**src/rtl/aes_uart_cmd_rx.sv**
```systemverilog
// aes_uart_cmd_rx: UART command-frame receiver for the AES-128 demo.
//
// Receives A5 <mode> <16 key bytes> <16 data bytes> over 8N1 UART and
// presents {enc/dec, key, data} through a valid/ready handshake.
// Define AES_RX_CHECKSUM_EN to require a trailing XOR checksum byte
// computed over the mode, key and data bytes.
//
// Ports:
//   clk, rst_n             system clock, asynchronous active-low reset
//   uart_rxd               raw serial input (idle high, asynchronous)
//   cmd_valid, cmd_ready   frame handshake
//   cmd_enc_dec            1 = encrypt, 0 = decrypt
//   cmd_key, cmd_data      first received byte in [127:120]
//   err_framing/cmd/timeout/overrun   one-cycle error pulses
//   rx_busy                frame assembly in progress
module aes_uart_cmd_rx #(
    parameter int unsigned CLKS_PER_BIT = 868,
    parameter int unsigned TIMEOUT_CLKS = 17360,
    parameter logic [7:0]  SYNC_BYTE    = 8'hA5
) (
    input  logic         clk,
    input  logic         rst_n,
    input  logic         uart_rxd,
    output logic         cmd_valid,
    input  logic         cmd_ready,
    output logic         cmd_enc_dec,
    output logic [127:0] cmd_key,
    output logic [127:0] cmd_data,
    output logic         err_framing,
    output logic         err_cmd,
    output logic         err_timeout,
    output logic         err_overrun,
    output logic         rx_busy
);
    localparam int unsigned   CW        = $clog2(CLKS_PER_BIT);
    localparam int unsigned   TW        = $clog2(TIMEOUT_CLKS + 1);
    localparam logic [CW-1:0] HALF_BIT  = CW'(CLKS_PER_BIT / 2);
    localparam logic [CW-1:0] FULL_BIT  = CW'(CLKS_PER_BIT - 1);
    localparam logic [TW-1:0] TMO_LIMIT = TW'(TIMEOUT_CLKS);

    typedef enum logic [1:0] {B_IDLE, B_START, B_DATA, B_STOP} bit_state_e;
    typedef enum logic [2:0] {F_HUNT, F_MODE, F_KEY, F_DATA, F_CHK} frame_state_e;

    logic           rxd_meta_q, rxd_q, rxd_prev_q;
    bit_state_e     bs_q, bs_d;
    logic [CW-1:0]  cnt_q, cnt_d;
    logic [2:0]     bit_idx_q, bit_idx_d;
    logic [7:0]     sh_q, sh_d;
    frame_state_e   fs_q, fs_d;
    logic [3:0]     idx_q, idx_d;
    logic [127:0]   key_sh_q, key_sh_d, dat_sh_q, dat_sh_d;
    logic           enc_sh_q, enc_sh_d;
    logic [TW-1:0]  idle_q, idle_d;
`ifdef AES_RX_CHECKSUM_EN
    logic [7:0]     chk_q, chk_d;
`endif
    logic           cmd_valid_q, cmd_valid_d, cmd_enc_q, cmd_enc_d;
    logic [127:0]   cmd_key_q, cmd_key_d, cmd_data_q, cmd_data_d;
    logic           err_fe_q, err_fe_d, err_cmd_q, err_cmd_d;
    logic           err_to_q, err_to_d, err_ov_q, err_ov_d;
    logic           byte_stb, frame_err, publish, bad_cmd, tmo, load;

    // Stop-bit sample: a high line yields the byte strobe, a low line a framing error.
    assign byte_stb  = (bs_q == B_STOP) && (cnt_q == '0) && rxd_q;
    assign frame_err = (bs_q == B_STOP) && (cnt_q == '0) && !rxd_q;

    always_comb begin
        bs_d      = bs_q;
        cnt_d     = cnt_q;
        bit_idx_d = bit_idx_q;
        sh_d      = sh_q;
        case (bs_q)
            // Arming needs a 1->0 edge, so a line still low after a bad stop bit waits for high.
            B_IDLE: if (rxd_prev_q && !rxd_q) begin
                bs_d  = B_START;
                cnt_d = HALF_BIT;
            end
            B_START: if (cnt_q != '0) cnt_d = cnt_q - 1'b1;
                else if (rxd_q) bs_d = B_IDLE;
                else begin
                    bs_d      = B_DATA;
                    cnt_d     = FULL_BIT;
                    bit_idx_d = '0;
                end
            B_DATA: if (cnt_q != '0) cnt_d = cnt_q - 1'b1;
                else begin
                    sh_d      = {rxd_q, sh_q[7:1]};
                    cnt_d     = FULL_BIT;
                    bit_idx_d = bit_idx_q + 3'd1;
                    bs_d      = (bit_idx_q == 3'd7) ? B_STOP : B_DATA;
                end
            B_STOP: if (cnt_q != '0) cnt_d = cnt_q - 1'b1;
                else bs_d = B_IDLE;
            default: bs_d = B_IDLE;
        endcase
    end

    always_comb begin
        fs_d     = fs_q;
        idx_d    = idx_q;
        key_sh_d = key_sh_q;
        dat_sh_d = dat_sh_q;
        enc_sh_d = enc_sh_q;
`ifdef AES_RX_CHECKSUM_EN
        chk_d    = chk_q;
`endif
        publish  = 1'b0;
        bad_cmd  = 1'b0;
        // Idle time only accrues between bytes, never while a byte is being shifted in.
        idle_d   = (fs_q == F_HUNT || byte_stb) ? '0 : (bs_q == B_IDLE) ? idle_q + 1'b1 : idle_q;
        tmo      = (fs_q != F_HUNT) && (idle_q == TMO_LIMIT);
        if (byte_stb) begin
            case (fs_q)
                F_HUNT: if (sh_q == SYNC_BYTE) fs_d = F_MODE;
                F_MODE: begin
                    idx_d = '0;
`ifdef AES_RX_CHECKSUM_EN
                    chk_d = sh_q;
`endif
                    if (sh_q[7:1] == 7'd0) begin
                        enc_sh_d = sh_q[0];
                        fs_d     = F_KEY;
                    end else begin
                        bad_cmd = 1'b1;
                        fs_d    = F_HUNT;
                    end
                end
                F_KEY: begin
                    key_sh_d = {key_sh_q[119:0], sh_q};
                    idx_d    = idx_q + 4'd1;
`ifdef AES_RX_CHECKSUM_EN
                    chk_d    = chk_q ^ sh_q;
`endif
                    if (idx_q == 4'd15) fs_d = F_DATA;
                end
                F_DATA: begin
                    dat_sh_d = {dat_sh_q[119:0], sh_q};
                    idx_d    = idx_q + 4'd1;
`ifdef AES_RX_CHECKSUM_EN
                    chk_d    = chk_q ^ sh_q;
                    if (idx_q == 4'd15) fs_d = F_CHK;
`else
                    if (idx_q == 4'd15) begin
                        fs_d    = F_HUNT;
                        publish = 1'b1;
                    end
`endif
                end
`ifdef AES_RX_CHECKSUM_EN
                F_CHK: begin
                    fs_d    = F_HUNT;
                    publish = (sh_q == chk_q);
                    bad_cmd = (sh_q != chk_q);
                end
`endif
                default: fs_d = F_HUNT;
            endcase
        end
        if (tmo || (frame_err && fs_q != F_HUNT)) fs_d = F_HUNT;
    end

    // Holding is tracked by cmd_valid_q alone so that reception keeps running meanwhile.
    always_comb begin
        load        = publish && (!cmd_valid_q || cmd_ready);
        cmd_valid_d = load || (cmd_valid_q && !cmd_ready);
        cmd_enc_d   = load ? enc_sh_q : cmd_enc_q;
        cmd_key_d   = load ? key_sh_q : cmd_key_q;
        cmd_data_d  = load ? dat_sh_d : cmd_data_q;
        err_fe_d    = frame_err;
        err_to_d    = tmo && !frame_err;
        err_cmd_d   = bad_cmd && !frame_err && !tmo;
        err_ov_d    = publish && !load && !frame_err && !tmo && !bad_cmd;
    end

    always_ff @(posedge clk or negedge rst_n) begin
        if (!rst_n) begin
            rxd_meta_q  <= 1'b1;
            rxd_q       <= 1'b1;
            rxd_prev_q  <= 1'b1;
            bs_q        <= B_IDLE;
            cnt_q       <= '0;
            bit_idx_q   <= '0;
            sh_q        <= '0;
            fs_q        <= F_HUNT;
            idx_q       <= '0;
            key_sh_q    <= '0;
            dat_sh_q    <= '0;
            enc_sh_q    <= 1'b0;
            idle_q      <= '0;
`ifdef AES_RX_CHECKSUM_EN
            chk_q       <= '0;
`endif
            cmd_valid_q <= 1'b0;
            cmd_enc_q   <= 1'b0;
            cmd_key_q   <= '0;
            cmd_data_q  <= '0;
            err_fe_q    <= 1'b0;
            err_cmd_q   <= 1'b0;
            err_to_q    <= 1'b0;
            err_ov_q    <= 1'b0;
        end else begin
            rxd_meta_q  <= uart_rxd;
            rxd_q       <= rxd_meta_q;
            rxd_prev_q  <= rxd_q;
            bs_q        <= bs_d;
            cnt_q       <= cnt_d;
            bit_idx_q   <= bit_idx_d;
            sh_q        <= sh_d;
            fs_q        <= fs_d;
            idx_q       <= idx_d;
            key_sh_q    <= key_sh_d;
            dat_sh_q    <= dat_sh_d;
            enc_sh_q    <= enc_sh_d;
            idle_q      <= idle_d;
`ifdef AES_RX_CHECKSUM_EN
            chk_q       <= chk_d;
`endif
            cmd_valid_q <= cmd_valid_d;
            cmd_enc_q   <= cmd_enc_d;
            cmd_key_q   <= cmd_key_d;
            cmd_data_q  <= cmd_data_d;
            err_fe_q    <= err_fe_d;
            err_cmd_q   <= err_cmd_d;
            err_to_q    <= err_to_d;
            err_ov_q    <= err_ov_d;
        end
    end

    assign cmd_valid   = cmd_valid_q;
    assign cmd_enc_dec = cmd_enc_q;
    assign cmd_key     = cmd_key_q;
    assign cmd_data    = cmd_data_q;
    assign err_framing = err_fe_q;
    assign err_cmd     = err_cmd_q;
    assign err_timeout = err_to_q;
    assign err_overrun = err_ov_q;
    assign rx_busy     = (fs_q != F_HUNT);
endmodule

```
**config.mk**
```make
export PLATFORM = sky130hd
export DESIGN_NAME = aes_uart_cmd_rx
export DESIGN_NICKNAME = d
export VERILOG_FILES = /design/src/rtl/aes_uart_cmd_rx.sv
export SDC_FILE = /design/constraint.sdc
export NUM_CORES = 1
export LEC_CHECK = 0
export BUFFER_PORTS_ARGS = -buffer_cell sky130_fd_sc_hd__clkbuf_2
export CAP_MARGIN = 20
export CORE_MARGIN = 2
export CORE_UTILIZATION = 35
export CTS_BUF_LIST = sky130_fd_sc_hd__clkbuf_16
export DETAILED_ROUTE_END_ITERATION = 7
export SLEW_MARGIN = 20
export SYNTH_ARGS = -nofsm -noshare
export SYNTH_HDL_FRONTEND = slang
export SYNTH_SLANG_ARGS = --single-unit
```
**constraint.sdc**
```tcl
create_clock -name clk -period 5.7 [get_ports clk]
set_input_delay 0 -clock clk [delete_from_list [all_inputs] [get_ports clk]]
set_output_delay 0 -clock clk [all_outputs]
set_load 0.02 [all_outputs]
```
# --- Word level (Yosys, flattened, before mapping) ---
# Index checks and enable logic that the tools add are counted.
classes:
  muxes: 35
  n_bitwise: 1
  n_reduce_logical: 45
  add_sub_neg: 4
  eq_ne: 20
ops:
  columns: ["op", "count"]
  rows:
  - ["128-bit two-way mux", 2]
  - ["10-bit two-way mux", 5]
  - ["10-bit one-hot mux with 4 select lines", 1]
  - ["15-bit two-way mux", 2]
  - ["3-bit two-way mux", 8]
  - ["15-bit by 1-bit adder with 15-bit output, second input constant", 1]
  - ["15-bit equality test, second input constant", 1]
  - ["1-bit logical AND", 15]
  - ["2-bit two-way mux", 6]
  - ["3-bit one-hot mux with 4 select lines", 1]
  - ["4-bit AND reduction", 3]
  - ["10-bit zero test", 1]
  - ["2-bit != test, second input constant", 5]
  - ["10-bit nonzero test", 1]
  - ["10-bit by 1-bit subtractor with 10-bit output, second input constant", 1]
  - ["3-bit != test, second input constant", 3]
  - ["8-bit equality test, second input constant", 1]
  - ["2-bit one-hot mux with 4 select lines", 1]
  - ["4-bit one-hot mux with 2 select lines", 1]
  - ["2-bit nonzero test", 4]
  - ["1-bit zero test", 7]
  - ["7-bit zero test", 1]
  - ["1-bit two-way mux", 7]
  - ["3-bit by 2-bit equality test with 1-bit output, second input constant", 2]
  - ["other kinds (18)", 25]
word_totals:
  inputBits: 4
  out_inout_bits: 263
  word_cells: 126
  regBits: 567

# --- Longest topological paths before layout ---
# Gate-level depths: netlist (run 1).
logic_depth:
  ltp_word: 10
  mapped_depth: 9
  ltp_nobuf: 6

# --- Worst setup path before layout (run 1) ---
# No wires, ideal clock.
synth_path:
  kind: "register -> register"
  start: "register rxd_q"
  end: "register cmd_key_q[113] (netlist: cmd_key[113])"
  period_less_slack_ps: 2181
  path_buffers: 3
  required_ps: 5575
  setup_time_ps: 125
  arrival_time_ps: 2056
  stages_incl_launch_ff: 8
  slack_ps: 3519
  cell_sequence: "dfstp_2 > clkbuf_1 > and2_1 > nand4_2 > nor3_4 > buf_4 > buf_4 > mux2_2"
synth_between:
  elab_chain_len: 3
synth_rtl:
  columns: ["element", "line_no", "rtl"]
  rows:
  - ["from (decl)", "44", "logic rxd_meta_q, rxd_q, rxd_prev_q;"]
  - ["from (signal assigned)", "203", "rxd_q <= rxd_meta_q;"]
  - ["1-bit logical AND", "64", "assign byte_stb = (bs_q == B_STOP) && (cnt_q == '0) && rxd_q;"]
  - ["1-bit two-way mux", "112", "if (byte_stb) begin"]
  - ["1-bit logical AND", "164", "load = publish && (!cmd_valid_q || cmd_ready);"]
  - ["to (signal assigned)", "220", "cmd_key_q <= cmd_key_d;"]
  - ["to (decl)", "58", "logic [127:0] cmd_key_q, cmd_key_d, cmd_data_q, cmd_data_d;"]
# Every way passes these cells.
# A chain may end at the register's enable or synchronous reset.

# --- Worst setup path after layout (run 1) ---
layout_path:
  start: "register cnt_q[7]"
  end: "register cmd_data_q[89] (netlist: cmd_data[89])"
layout_between:
  elab_chain_len: 5
  word_cells_on_any_way: 6
  classes_between: "2 x mux; 4 x reduce/logical"
layout_rtl:
  columns: ["element", "line_no", "rtl"]
  rows:
  - ["from (decl)", "46", "logic [CW-1:0] cnt_q, cnt_d;"]
  - ["from (signal assigned)", "206", "cnt_q <= cnt_d;"]
  - ["10-bit zero test *", "64", null]
  - ["1-bit logical AND * (2 in a row)", "64", null]
  - ["1-bit two-way mux", "112", null]
  - ["1-bit logical AND", "164", null]
  - ["to (signal assigned)", "221", "cmd_data_q <= cmd_data_d;"]
  - ["to (decl)", "58", null]
# Every way passes the cells marked *; elsewhere a longest branch is shown, timed or not.

==> impl_metrics.yaml, run 1 <==
floorplanning:
  floorplan.die.height_um: 256
  fp.coreArea_um2: 63000
  io_pins: 267
  initial_utilization_pct: 35.4
  fp-row-count: 92
  die_w_um: 256
  die_area_um2: 65700
clocking:
  cts-buffers-inserted: 59
  cts_htree_levels: 2
  clk_pin_slew_ps: 60
  ctsHoldBuffers: 4
  cts_setup_buffers: 0
  cts_buffer_depth: 3
  clock_latency_ps: 610
  root_buffer: "clkbuf_16"
  cts_resized: 0
  clock-sinks: 558
  tritoncts: "done"
critical_path:
  cp-end-kind: "flip-flop"
  arrival_ps: 4360
  worst_setup_path_start_kind: "flip-flop"
  path_max_fanout: 70
  critical_path_class: "flip-flop to flip-flop"
  cp_data_required_time_ps: 6180
sta:
  fin_crit_sh_pct: 68.1
  fin_crit_ps: 3880
  slew_headroom_pct: 26.9
  fmax_mhz: 258
  hold_viol: 0
  skew_ps: 19.6
  rsz0062_at_grt: "false"
  tightest_slew_ps: 1100
  fin_setup_tns_ps: 0
  worst_hold_slack_ps: 39.5
  setup_viol: 0
  slew_viol_final: 0
synthesis:
  synth_nets: 1656
  syn_area_um2: 22300
  synth-warning-count: 0
  synth-main-ff-cell: "dfrtp_1"
  synthCells: 1641
  synth_seq_cells: 558
  synth_edf_count: 0
  synth_async_sr_flop_share_pct: 100
  ys_types: 70
  avgSynthCellArea_um2: 13.6
  seq_area_frac_synth_pct: 62.7
finish:
  area_growth_pct: 17.9
  final_common_cell: "dfrtp_1"
  final_area_um2: 26300
  drive_gt1_share_pct: 29.3
  antennaDiodeCount: 0
  nets: 1917
  layout_common_cells: "dfrtp_1, nand2_1, clkbuf_2"
drt:
  met3_length_um: 1880
  routed_wl_um: 48400
  route.met2.wl_um: 23400
  met1Wirelength_um: 21800
  firstDrtPassIters: 5
  viasPerCell: 4.72
  route.detailed.drc: 0
  vias: 13200
  top_layer_used: "met4"
  ant_nets: 0
  drtIter0Drc: 854
  detail_route.wl_per_cell_um: 17.3
place:
  hpwl_um: 31100
  gp_congestion: 0.800
  portBuffers: 266
  place_area_um2: 24300
pwr:
  p_per_area_nw_per_um2: 328
  peakVddDrop_mv: 0.258
  leakage_nw: 14.1
global_route:
  grtUsageTotal_pct: 14.8
  grt_max_degree: 183
  antenna_found_initial: 1
  grt_pass1_wl_um: 79000
  grt_pass1_vias: 13800
  grt.overflow.total: 0
hold_path:
  hold_path.class: "input pin to asynchronous set/reset pin"
status:
  status: "finished clean"
flow_run:
  drv_cap: 0
worst paths after layout:
| check | slack [ps] | cells after the start | startpoint | end |
|---|---|---|---|---|
| max | 1820 | 6 | cnt_q[7] | cmd_data[89] |
| min | 40 | 2 | rst_n | key_sh_q[29] |
| max reg2reg | 1820 | 6 | cnt_q[7] | cmd_data[89] |
| min reg2reg | 360 | 0 | rxd_meta_q | rxd_q |
| max in group asynchronous | 4060 | 3 | rst_n | cmd_data[108] |
| min in group clk | 260 | 4 | cmd_ready | err_overrun |
Yosys cell counts (all sizes together), types with 2 or more instances:
library cell / n / share of area (%)
nor2b: 2 / 0.056
a2111oi: 2 / 0.079
nor2: 27 / 0.45
or4: 3 / 0.12
nand3b: 2 / 0.067
nand2b: 6 / 0.17
buf: 45 / 2.1
a22o: 3 / 0.12
o21ai: 10 / 0.22
mux2i: 4 / 0.18
nor4: 10 / 0.44
and3: 4 / 0.11
a21o: 2 / 0.067
nand3: 5 / 0.11
ha: 11 / 0.62
or3: 3 / 0.084
o31ai: 4 / 0.13
nand4: 15 / 0.45
dfstp: 3 / 0.35
nand2: 407 / 6.9
a21oi: 14 / 0.31
a311oi: 2 / 0.079
a21boi: 2 / 0.067
and4: 4 / 0.16
a31oi: 3 / 0.084
mux2: 385 / 21
dfrtp: 555 / 62
inv: 14 / 0.24
or2: 2 / 0.056
o211a: 2 / 0.090
a2bb2oi: 2 / 0.079
xor2: 6 / 0.24
and2: 2 / 0.056
nor3: 11 / 0.34
xnor2: 5 / 0.20
a2111o: 2 / 0.10
nand4b: 2 / 0.079
a211o: 3 / 0.12
clkbuf: 38 / 0.64
cells by family (layout without fill, tap and decap cells):
kind of cell / Yosys count / count (layout) / synth area share [%]
buffers and inverters: 97 / 406 / 2.98
AND/OR/NAND/NOR: 510 / 510 / 9.83
adder cells (fa/ha/maj): 11 / 11 / 0.618
XOR/XNOR: 11 / 11 / 0.432
multiplexers: 389 / 389 / 21.3
flip-flops: 558 / 558 / 62.7
AO/OA/AOI/OAI: 65 / 65 / 2.12
worst max-delay path, stage by stage (launching register included):
cell and delay (ps):
dfrtp_1 440, nor4_2 870, nand4_2 440, nor3_4 770, buf_12 370, buf_12 370
mux2_2 390
routing by layer:
layer	vias up	track usage, %
met2	250	24.3
met3	78	2.66
met4	0	4.81
met1	6747	19.8
li1	6122	-
met5	-	0
area by class of cell:
class                      instances  area [um^2]
fill                            5886        36700
sequential                       558        14000
multi-input combinational        986         7650
timing repair buffer             283         1580
clock buffer                      59         1480
tap                              846         1060
clock inverter                    50          480
inverter                          14         52.6
where the power goes:
part           switching [mW]  internal (mW)  total [mW]
Combinational           0.431          0.223       0.654
Clock                    1.57           2.29        3.86
Sequential             0.0775           4.01        4.09
Total                    2.08           6.52        8.60
registers in the layout, indices dropped and copies added, names as in the netlist, 2 cells and up, named ones only:
register   count
bit_idx_q      3
cmd_data     128
cmd_key      128
cnt_q         10
dat_sh_q     120
fs_q           2
idle_q        15
idx_q          4
key_sh_q     128
sh_q           8
metrics by stage:
| step | total power [mW] | setup slack [ps] | instances | utilization (%) |
|---|---|---|---|---|
| after CTS | 8.73 | 1840 | 2796 | 41.7 |
| final | 8.60 | 1820 | 2796 | 41.7 |
| after detailed placement | 4.80 | 1840 | 2683 | 38.5 |
| after floorplan | 4.59 | 3520 | 1641 | - |
| after global placement | 4.77 | 2010 | 2683 | 38.5 |
| after global routing | 8.99 | 1560 | 2796 | 41.7 |
No activity file was read; power rests on OpenSTA's default activity.
==> run 2, diff against run 1 <==
==> constraint.sdc (replaced) <==
create_clock -name clk -period 3.1 [get_ports clk]
set_input_delay 0 -clock clk [delete_from_list [all_inputs] [get_ports clk]]
set_output_delay 0 -clock clk [all_outputs]
set_load 0.02 [all_outputs]
==> run 2 against run 1 <==
Sequential power grew 84%. Critical path type unchanged. Combinational power grew 97%. Cell area up 1.7%. Critical path depth grew 1. Fmax grew 56%. Via count grew 1.2%. Hold slack better by 280 ps. Wire length up 2.6%. Sequential share of layout area fell by 0.90 points. Global-route usage is 0.49 points higher.
==> impl_metrics.yaml, run 2 (synthesized netlist as in run 1, its figures left out) <==
sta:
  rsz0062_at_grt: "false"
  fin_setup_tns_ps: 0
  slew_viol_final: 0
  slew_headroom_pct: 45.3
  tightest_slew_ps: 814
  fin_crit_ps: 2490
  fin_crit_sh_pct: 80.4
  setup_viol: 0
  worst_slack_ps: 609
  skew_ps: 15.5
  fmax_mhz: 401
  worst_hold_slack_ps: 317
  hold_viol: 0
clocking:
  cts_resized: 0
  clock-sinks: 558
  ctsHoldBuffers: 6
  cts-buffers-inserted: 61
  cts_htree_levels: 2
  cts_buffer_depth: 3
  tritoncts: "done"
  clk_pin_slew_ps: 60
  cts_setup_buffers: 0
  root_buffer: "clkbuf_16"
  clock_latency_ps: 610
pwr:
  switching_share_pct: 24.2
  switchingPower_mw: 3.85
  p_per_area_nw_per_um2: 597
  leakage_nw: 14.3
  clkPwrFrac_pct: 44.8
  total_power_mw: 16.0
  seq_power_share_pct: 47.1
  comb_power_share_pct: 8.1
  cell_internal_pwr_mw: 12.1
  peakVddDrop_mv: 0.425
floorplanning:
  io_pins: 267
  die_w_um: 256
  die_area_um2: 65700
  fp-row-count: 92
  fp.coreArea_um2: 63000
  floorplan.die.height_um: 256
  initial_utilization_pct: 35.4
critical_path:
  critPathMaxStageDelay_ps: 400
  critPathSlowestCell: "dfrtp_1"
  cp_data_required_time_ps: 3590
  crit_chain: "ha_1 > and2_1 > nand4_2 > nor3_4 > buf_12 > buf_12 > mux2_2"
  worst_setup_path_start_kind: "flip-flop"
  crit_top_cell: "buf_12"
  arrival_ps: 2980
  crit_start: "bs_q[0]"
  cp-end-kind: "flip-flop"
  rr_startpoint: "bs_q[0]"
  path_max_fanout: 32
  r2r_slack_ps: 610
  critical_path_class: "flip-flop to flip-flop"
finish:
  fin_cells: 2828
  antennaDiodeCount: 0
  layout_common_cells: "dfrtp_1, nand2_1, clkbuf_2"
  area_growth_pct: 19.9
  final_common_cell: "dfrtp_1"
  drive_gt1_share_pct: 30.5
  nets: 1952
place:
  place_inst: 2714
  portBuffers: 266
  hpwl_um: 33400
  gp_congestion: 0.805
  place_ws_ps: 577
global_route:
  grt_pass1_vias: 14000
  antenna_found_initial: 0
  grt_max_degree: 129
  grtUsageTotal_pct: 15.3
  grt_pass1_wl_um: 80800
  grt.overflow.total: 0
drt:
  detail_route.wl_per_cell_um: 17.5
  route.detailed.drc: 0
  firstDrtPassIters: 5
  drtIter0Drc: 775
  viasPerCell: 4.72
  routed_wl_um: 49600
  vias: 13400
  ant_nets: 0
hold_path:
  min_from: "cmd_ready"
  hold_path.class: "input pin to flip-flop"
status:
  status: "finished clean"
flow_run:
  drv_cap: 0
-- run 2: changes by cell type in the layout (fill, tap and decap cells not counted), sizes merged --
cell,before,now
clkbuf,324,327
clkinvlp,6,3
buf,14,46
inv,32,30
clkinv,17,19
dlygate4sd3,4,5
bufinv,9,8
-- run 2: worst max-delay path: cells and delay by family (launching register included) --
family        cells  cell delay [ps]
buf+inv           2              490
simple gates      3              670
flops             1              400
mux               1              370
fa+ha+maj         1              380
-- run 2: layer usage --
layer	wire length, um	vias to the layer above	part of all wire (%)	global-route usage (%)
met1	22000	6815	44	20.4
met5	0	-	0	0
met4	1420	0	2.9	4.99
met3	2010	92	4.1	2.87
li1	-	6200	-	-
met2	24200	243	49	25.1
-- run 2: metrics by stage --
stage / utilization, % / instance area (um^2)
after CTS: 42.4 / 26700
after global routing: 42.4 / 26700
after global placement: 39.2 / 24700
after detailed placement: 39.2 / 24700
after floorplan: - / 22300
final: 42.4 / 26700
-- run 2: area by class of cell --
cell class,count,area [um^2]
sequential,558,14000
fill,5866,36200
timing repair buffer,316,2000
clock buffer,62,1550
tap,846,1060
clock inverter,46,434
multi-input combinational,986,7650
inverter,14,52.6
-- run 2: path summary, 6_finish.rpt --
| check | end | cells after the start |
|---|---|---|
| min in group asynchronous | key_sh_q[3] | 3 |
| worst max-delay path | cmd_key[88] | 7 |
| worst min register to register | rxd_q | 0 |
| worst min-delay path | err_overrun | 4 |
| worst max register to register | cmd_key[88] | 7 |
| max in group asynchronous | cmd_key[88] | 5 |
-- run 2: power groups by stage --
stage,clock [mW],sequential [mW],combinational [mW]
CTS,7.40,7.51,1.29
floorplan,0,7.59,0.848
global placement,0,7.64,1.21
finish,7.16,7.51,1.29
detailed placement,0,7.64,1.27
global route,7.72,7.52,1.44
